[config.mk]
export PLATFORM = sky130hd
export DESIGN_NAME = w_serializer
export DESIGN_NICKNAME = d
export VERILOG_FILES = /design/src/rtl/w_stream_pkg.sv /design/src/rtl/w_hold_buf.sv /design/src/rtl/w_serializer.sv
export SDC_FILE = /design/constraint.sdc
export NUM_CORES = 1
export LEC_CHECK = 0
export BUFFER_PORTS_ARGS = -buffer_cell sky130_fd_sc_hd__buf_2
export CORE_MARGIN = 5
export CORE_UTILIZATION = 30
export DETAILED_ROUTE_END_ITERATION = 12
export SETUP_SLACK_MARGIN = 0.02
export SYNTH_ARGS = -nofsm -noshare
export SYNTH_HDL_FRONTEND = slang
export SYNTH_SLANG_ARGS = --single-unit
[constraint.sdc]
create_clock -name Clock -period 4.25 [get_ports Clock]
set_clock_uncertainty 0.05 [all_clocks]
set_input_delay 0.2125 -clock Clock [delete_from_list [all_inputs] [get_ports Clock]]
set_output_delay 0.2125 -clock Clock [all_outputs]
set_load 0.02 [all_outputs]
[src/rtl/w_stream_pkg.sv]
// Shared definitions for the blocks that produce or consume the serial w stream.
// State encoding is common so that related w-stream blocks decode states identically.
package w_stream_pkg;

  typedef enum logic [1:0] {
    ST_IDLE  = 2'd0,
    ST_SHIFT = 2'd1,
    ST_GAP   = 2'd2
  } w_state_e;

  localparam int unsigned GAP_CNT_W = 4;

endpackage : w_stream_pkg

[src/rtl/w_hold_buf.sv]
// Single-entry holding register with a full flag.
// A read and a write on the same edge leave it full with the new word.
module w_hold_buf #(
  parameter int WIDTH = 8
) (
  input  logic             Clock,
  input  logic             Resetn,
  input  logic             wr_en_i,
  input  logic [WIDTH-1:0] wr_data_i,
  input  logic             rd_en_i,
  output logic             full_o,
  output logic             full_d_o,
  output logic [WIDTH-1:0] data_o
);

  logic             full_q, full_d;
  logic [WIDTH-1:0] data_q, data_d;

  always_comb begin
    full_d = full_q;
    data_d = data_q;
    if (wr_en_i) begin
      full_d = 1'b1;
      data_d = wr_data_i;
    end else if (rd_en_i) begin
      full_d = 1'b0;
    end
  end

  always_ff @(posedge Clock or negedge Resetn) begin
    if (!Resetn) full_q <= 1'b0;
    else         full_q <= full_d;
  end

  // NOTE: the payload register has no reset; full_q alone qualifies its contents.
  always_ff @(posedge Clock) begin
    data_q <= data_d;
  end

  assign full_o   = full_q;
  assign full_d_o = full_d;
  assign data_o   = data_q;

endmodule : w_hold_buf

[src/rtl/w_serializer.sv]
// Parallel-to-serial front end for the w stream: valid/ready word input, one bit
// per clock out, one-word holding buffer and an optional idle gap between words.
module w_serializer
  import w_stream_pkg::*;
#(
  parameter int WIDTH     = 8,
  parameter int GAP       = 0,
  parameter bit MSB_FIRST = 1'b1
) (
  input  logic             Clock,
  input  logic             Resetn,
  input  logic [WIDTH-1:0] data_in,
  input  logic             in_valid,
  output logic             in_ready,
  output logic             w,
  output logic             w_valid,
  output logic             last,
  output logic             busy
);

  localparam int unsigned CNT_W = $clog2(WIDTH);
  localparam logic [CNT_W-1:0]     CNT_LAST = CNT_W'(WIDTH - 1);
  localparam logic [GAP_CNT_W-1:0] GAP_LAST = (GAP > 0) ? GAP_CNT_W'(GAP - 1) : '0;

  w_state_e              state_q, state_d;
  logic [CNT_W-1:0]      cnt_q, cnt_d;
  logic [GAP_CNT_W-1:0]  gcnt_q, gcnt_d;
  logic [WIDTH-1:0]      sreg_q, sreg_d;
  logic                  w_q, w_d;
  logic                  w_valid_q, w_valid_d;
  logic                  last_q, last_d;
  logic                  busy_q, busy_d;

  logic                  hold_full, hold_full_d;
  logic [WIDTH-1:0]      hold_data;
  logic                  hold_rd, hold_wr;
  logic                  accept, bypass, next_word;

  assign accept = in_valid && !hold_full;
  // A word taken straight into the shifter must not also land in the hold buffer.
  assign hold_wr = accept && !bypass;

  w_hold_buf #(.WIDTH(WIDTH)) u_hold (
    .Clock     (Clock),
    .Resetn    (Resetn),
    .wr_en_i   (hold_wr),
    .wr_data_i (data_in),
    .rd_en_i   (hold_rd),
    .full_o    (hold_full),
    .full_d_o  (hold_full_d),
    .data_o    (hold_data)
  );

  // NOTE: every output of this block gets a default first so no latch is inferred.
  always_comb begin
    state_d   = state_q;
    cnt_d     = cnt_q;
    gcnt_d    = gcnt_q;
    sreg_d    = sreg_q;
    hold_rd   = 1'b0;
    bypass    = 1'b0;
    next_word = 1'b0;

    unique case (state_q)
      ST_IDLE: begin
        if (accept) begin
          state_d = ST_SHIFT;
          cnt_d   = '0;
          sreg_d  = data_in;
          bypass  = 1'b1;
        end
      end
      ST_SHIFT: begin
        if (cnt_q != CNT_LAST) begin
          cnt_d  = cnt_q + 1'b1;
          sreg_d = MSB_FIRST ? {sreg_q[WIDTH-2:0], 1'b0} : {1'b0, sreg_q[WIDTH-1:1]};
        end else if (GAP != 0) begin
          state_d = ST_GAP;
          gcnt_d  = '0;
        end else begin
          next_word = 1'b1;
        end
      end
      ST_GAP: begin
        if (gcnt_q == GAP_LAST) next_word = 1'b1;
        else                    gcnt_d    = gcnt_q + 1'b1;
      end
      default: state_d = ST_IDLE;
    endcase

    // Held word has priority over one arriving on this same edge.
    if (next_word) begin
      cnt_d = '0;
      if (hold_full) begin
        state_d = ST_SHIFT;
        sreg_d  = hold_data;
        hold_rd = 1'b1;
      end else if (accept) begin
        state_d = ST_SHIFT;
        sreg_d  = data_in;
        bypass  = 1'b1;
      end else begin
        state_d = ST_IDLE;
      end
    end
  end

  // Outputs are computed from next state so they can be registered without lag.
  always_comb begin
    w_valid_d = (state_d == ST_SHIFT);
    w_d       = w_valid_d && (MSB_FIRST ? sreg_d[WIDTH-1] : sreg_d[0]);
    last_d    = w_valid_d && (cnt_d == CNT_LAST);
    busy_d    = (state_d != ST_IDLE) || hold_full_d;
  end

  // NOTE: sequential state uses non-blocking assignments only.
  always_ff @(posedge Clock or negedge Resetn) begin
    if (!Resetn) begin
      state_q   <= ST_IDLE;
      cnt_q     <= '0;
      gcnt_q    <= '0;
      sreg_q    <= '0;
      w_q       <= 1'b0;
      w_valid_q <= 1'b0;
      last_q    <= 1'b0;
      busy_q    <= 1'b0;
    end else begin
      state_q   <= state_d;
      cnt_q     <= cnt_d;
      gcnt_q    <= gcnt_d;
      sreg_q    <= sreg_d;
      w_q       <= w_d;
      w_valid_q <= w_valid_d;
      last_q    <= last_d;
      busy_q    <= busy_d;
    end
  end

  assign in_ready = !hold_full;
  assign w        = w_q;
  assign w_valid  = w_valid_q;
  assign last     = last_q;
  assign busy     = busy_q;

endmodule : w_serializer
---- After elaboration in Yosys (flattened, before gate mapping) ----
Cells that the tools add are included.
word-level totals
  output and inout bits ................... 5
  input bits .............................. 11
  bits in registers ....................... 30
  word-level logic and storage cells ...... 57
cells by class
  bitwise gates (word level) .............. 1
  equality and inequality tests ........... 5
  multiplexer cells ....................... 27
  $add $sub $neg .......................... 2
  reduce and logical (&&, ||, !) cells .... 12
operators with widths
  kind                                                 count
  2-to-1 mux 8 bit                                     5
  one-hot mux 8 bit (2 select lines)                   1
  2-to-1 mux 1 bit                                     13
  2-to-1 mux 3 bit                                     3
  one-hot mux 3 bit (2 select lines)                   1
  adder 4 x 1 -> 4 bit, second input constant          1
  equality test 2 x 1 -> 1 bit, second input constant  2
  logical AND 1 bit                                    4
  logical NOT 4 bit                                    1
  2-to-1 mux 2 bit                                     2
  one-hot mux 2 bit (2 select lines)                   1
  adder 3 x 1 -> 3 bit, second input constant          1
  equality test 3 bit, second input constant           1
  != test 3 bit, second input constant                 1
  equality test 2 bit, second input constant           1
  logical NOT 1 bit                                    2
  logical NOT 2 bit                                    1
  one-hot mux 1 bit (2 select lines)                   1
  AND reduction 2 bit                                  1
  nonzero test 2 bit                                   1
  OR reduction 2 bit                                   1
  logical OR 1 bit                                     1
  inverter 1 bit                                       1

---- Logic depth before layout (Yosys ltp) ----
  word-level depth ........................ 11
  mapped depth ............................ 8
  depth with buffers taken out ............ 6

---- By module ----
Synthesis repeated with hierarchy kept, for this count alone.
second synthesis, totals
  cells, all modules ...................... 132
  area total of the unflattened synthesis .. 1478.9 sq um
modules (own cells, without submodules)
  module        cells an instance  sequential area each (sq um)  times used  area an instance (sq um)
  w_serializer  121                525.5                         1           1202.4
  w_hold_buf    11                 265.3                         1           276.5

---- Worst setup path after synthesis ----
No wires, ideal clock.
  path kind ............................... reg2reg
  from .................................... register state_q[0]
  to ...................................... register u_hold.data_q[0] (netlist: u_hold.data_o[0]) (enable)
  cell stages (with the launch flop) ...... 6
  data required time ...................... 3.817 ns
  setup slack ............................. 1.952 ns
  library setup time ...................... 0.383 ns
  buffers on the path ..................... 0
  data arrival time ....................... 1.864 ns
  clock period less this slack ............ 2.298 ns
  cells stage by stage .................... dfrtp_1 > bufinv_8 > ha_1 > and4bb_4 > o21a_2 > nor3_1
between the ends
  cells in the longest elaborated chain, start to end .. 7
  elaborated cells on any way between the ends .. 10
  classes of those cells .................. 2 x eq/ne; 5 x mux; 3 x reduce/logical
RTL lines
  element                   line                 source
  start: declaration        w_serializer.sv:25   w_state_e state_q, state_d;
  start signal: assignment  w_serializer.sv:128  state_q <= state_d;
  logical NOT 2 bit         w_serializer.sv:64   unique case (state_q)
  2-to-1 mux 1 bit          w_serializer.sv:64
  2-to-1 mux 1 bit          w_serializer.sv:98   end else if (accept) begin
  2-to-1 mux 1 bit          w_serializer.sv:94   if (hold_full) begin
  2-to-1 mux 1 bit (*)      w_serializer.sv:92   if (next_word) begin
  logical NOT 1 bit (*)     w_serializer.sv:41   assign hold_wr = accept && !bypass;
  logical AND 1 bit (*)     w_serializer.sv:41
  named net hold_wr         w_serializer.sv:36   logic hold_rd, hold_wr;
  end signal: assignment    w_hold_buf.sv:37     data_q <= data_d;
  end: declaration          w_hold_buf.sv:17     logic [WIDTH-1:0] data_q, data_d;
Mark *: on every way through the listed nets, which the timed path passes. The rest lies on a longest branch.
A chain may end at the register's enable or synchronous reset.

---- Worst setup path after layout ----
  from .................................... register state_q[1]
  to ...................................... register sreg_q[6]
between the ends
  cells in the longest elaborated chain, start to end .. 5
  elaborated cells on any way between the ends .. 8
  classes of those cells .................. 2 x eq/ne; 5 x mux; 1 x reduce/logical
RTL lines
  element                                                            line                 source
  equality test 2 x 1 -> 1 bit or logical NOT 2 bit (tied branches)  w_serializer.sv:64
  one-hot mux 8 bit (2 select lines)                                 w_serializer.sv:64
  2-to-1 mux 8 bit                                                   w_serializer.sv:98
  2-to-1 mux 8 bit                                                   w_serializer.sv:94
  2-to-1 mux 8 bit (*)                                               w_serializer.sv:92
  named net sreg_d[6]                                                w_serializer.sv:28   logic [WIDTH-1:0] sreg_q, sreg_d;
  end signal: assignment                                             w_serializer.sv:131  sreg_q <= sreg_d;
  end: declaration                                                   w_serializer.sv:28
Marked as above.

==> out/qor.yml <==
avgSynthCellArea_um2: 11.3
crit_chain: "inv_1 > ha_1 > and3_2 > o221a_2 > a31oi_1 > a221o_1"
num_antenna_cells: 0
fp.dieH_um: 83.0
syn_nets: 158
setup_violations: 0
clock_latency_ps: 280
start_util_pct: 31.1
wl_per_cell_um: 14.3
antenna_found_initial: 0
path_clk_slew_ps: 70
arrival_ps: 2440
async_flop_share_pct: 73.3
synth.distinct_cells: 46
fin_ws_ps: 1910
drv_cap: 0
synthesis.area_um2: 1600
path_max_fanout: 21
ys_seq_area_share_pct: 49.5
post-route-util_pct: 35.6
cts_made_buffers: 5
die-width_um: 83.0
grt_max_degree: 23
port_buffers: 15
cts_resized: 0
crit_type: "flip-flop to flip-flop"
worst_pin_slew_ps: 698
post-dp-hpwl_um: 2270
seq_area_um2: 791
firstDrtPassIters: 4
cp_num_buf_inv: 1
synth_ff_type: "dfrtp_1"
min_period_ps: 2340
drt_iter0_markers: 104
crit_path_max_incr_delay_ps: 610
worst_setup_path_start_kind: "flip-flop"
switching_power_mw: 0.437
p_int_mw: 0.730
synthCells: 141
clock-sinks: 30
postRouteAntennaNets: 0
wl_um: 3290
fin_nets: 176
sw_frac_of_total_pct: 37.4
pwr-share-clk_pct: 20.2
globalplace.congestion: 0.749
drive_above_1_share_pct: 22.5
dieArea_um2: 6880
synth-edff-count: 8
comb_power_share_pct: 42.5
clock_path_buffers: 2
p_leak_nw: 0.753
final.setup.tns_ps: 0
multi_input_area_um2: 733
coreArea_um2: 5140
final_cell_mix: "dfrtp_1, nand3_1, buf_2"
hold_viol_final: 0
rsz0062_at_grt: "no"
synth_top_area_share_pct: 34.5
remaining_drc_errors: 0
grt_pass1_vias: 1141
ys_warn_count: 0
area_growth_pct: 14.7
gr-usage-all-layers_pct: 10.0
grt_pass1_wl_um: 5640
pre_cts_slack_ps: 1920
drv_slew: 0
critPathCaptureType: "flip-flop"
nFillCells: 537
fmax_ghz: 0.428
slowest_stage: "ha_1"
power_frac_seq_pct: 37.3
root_buffer: "clkbuf_8"
critPathRequiredTime_ps: 4360
ys_ff_latch: 30
finalCritPeriodShare_pct: 55.0
powerDensity_nw_per_um2: 637
rows: 26
io_pins: 16
via_per_inst: 5.02
layout_commonest_cell: "dfrtp_1"
synth_area_leaders: "dfrtp_1, edfxtp_1, nand3_1"
gr-total-overflow: 0
h-tree-depth: 2
synth_top_area_cell: "dfrtp_1"
cp_top_family: "compound AO/OA/AOI/OAI gates"
peakVddDrop_v: 0.000237
vias: 1154
cts_tree: "yes"
relSlewSlack_pct: 53.5
status: "finished, final reports clean"
hp-class: "input pin to flip-flop"
flip-flops by register name (all words and copies together), names as in the netlist:
register,count
busy,1
cnt_q,3
gcnt_q,4
last,1
sreg_q,8
state_q,2
u_hold.data_o,8
u_hold.full_o,1
w,1
w_valid,1
routing by layer:
layer	wire length [um]	vias up	track usage, %
li1	-	566	-
met1	1690	559	14.1
met2	1440	27	14.4
met3	127	2	2.67
met4	36	0	4.01
met5	0	-	0
power by group through the flow:
stage	clock (mW)	sequential, mW	combinational (mW)
2_1_floorplan	0	0.441	0.387
3_3_place_gp	0	0.439	0.492
3_5_place_dp	0	0.438	0.494
4_1_cts	0.241	0.433	0.497
5_1_grt	0.254	0.443	0.548
6_report	0.236	0.435	0.495
through the flow:
step,cells,hold WS [ps],cell area (um2),power (mW)
detailed placement,221,156,1730,0.932
CTS,230,73.0,1830,1.17
floorplan,141,-133,1600,0.828
global placement,221,158,1730,0.931
finish,230,79.8,1830,1.17
global route,230,68.8,1830,1.25
cells in the mapped netlist (2+ instances only):
cell      number
buf_2          2
a31oi_1        6
nor3_1         2
edfxtp_1       8
o22ai_1        2
inv_1          5
nand3_1       18
mux2_4         2
nand2b_1       3
a32oi_1        2
clkbuf_1       2
a21oi_1        4
a221o_1        8
nor2_1         6
and2_1         2
xnor2_1        4
dfrtp_1       22
nand2_1       10
ha_1           6
cell families (layout without fill, tap and decap cells):
family          Yosys count  after routing  share of synthesized area (%)
mux                       5              5                           3.92
xor+xnor                  5              5                           2.74
compound gates           35             35                           18.4
simple gates             48             48                           16.1
fa+ha+maj                 6              6                           4.70
flops                    30             30                           49.5
buf+inv                  12             31                           4.55
worst paths after layout:
check	start	to	slack, ps	cells past startpoint
setup / recovery	state_q[1]	sreg_q[6]	1910	6
hold / removal	data_in[3]	u_hold.data_o[3]	80	1
setup reg to reg	state_q[1]	sreg_q[6]	1910	6
hold reg to reg	u_hold.data_o[1]	sreg_q[1]	430	1
max in group asynchronous	Resetn	sreg_q[0]	3440	2
min in group asynchronous	Resetn	busy	380	2
layout make-up:
type,count,share of cell area (%)
clock buffer,7,4.71
clock inverter,1,0.273
inverter,6,1.98
multi-input combinational,99,40.0
sequential,30,43.2
tap,70,4.78
timing repair buffer,17,5.05
timing repair:
action	in CTS	in global routing
setup buffers	0	0
endpoints found under the hold margin	22	0
hold buffers	1	0
(Power assumes the default switching activity.)
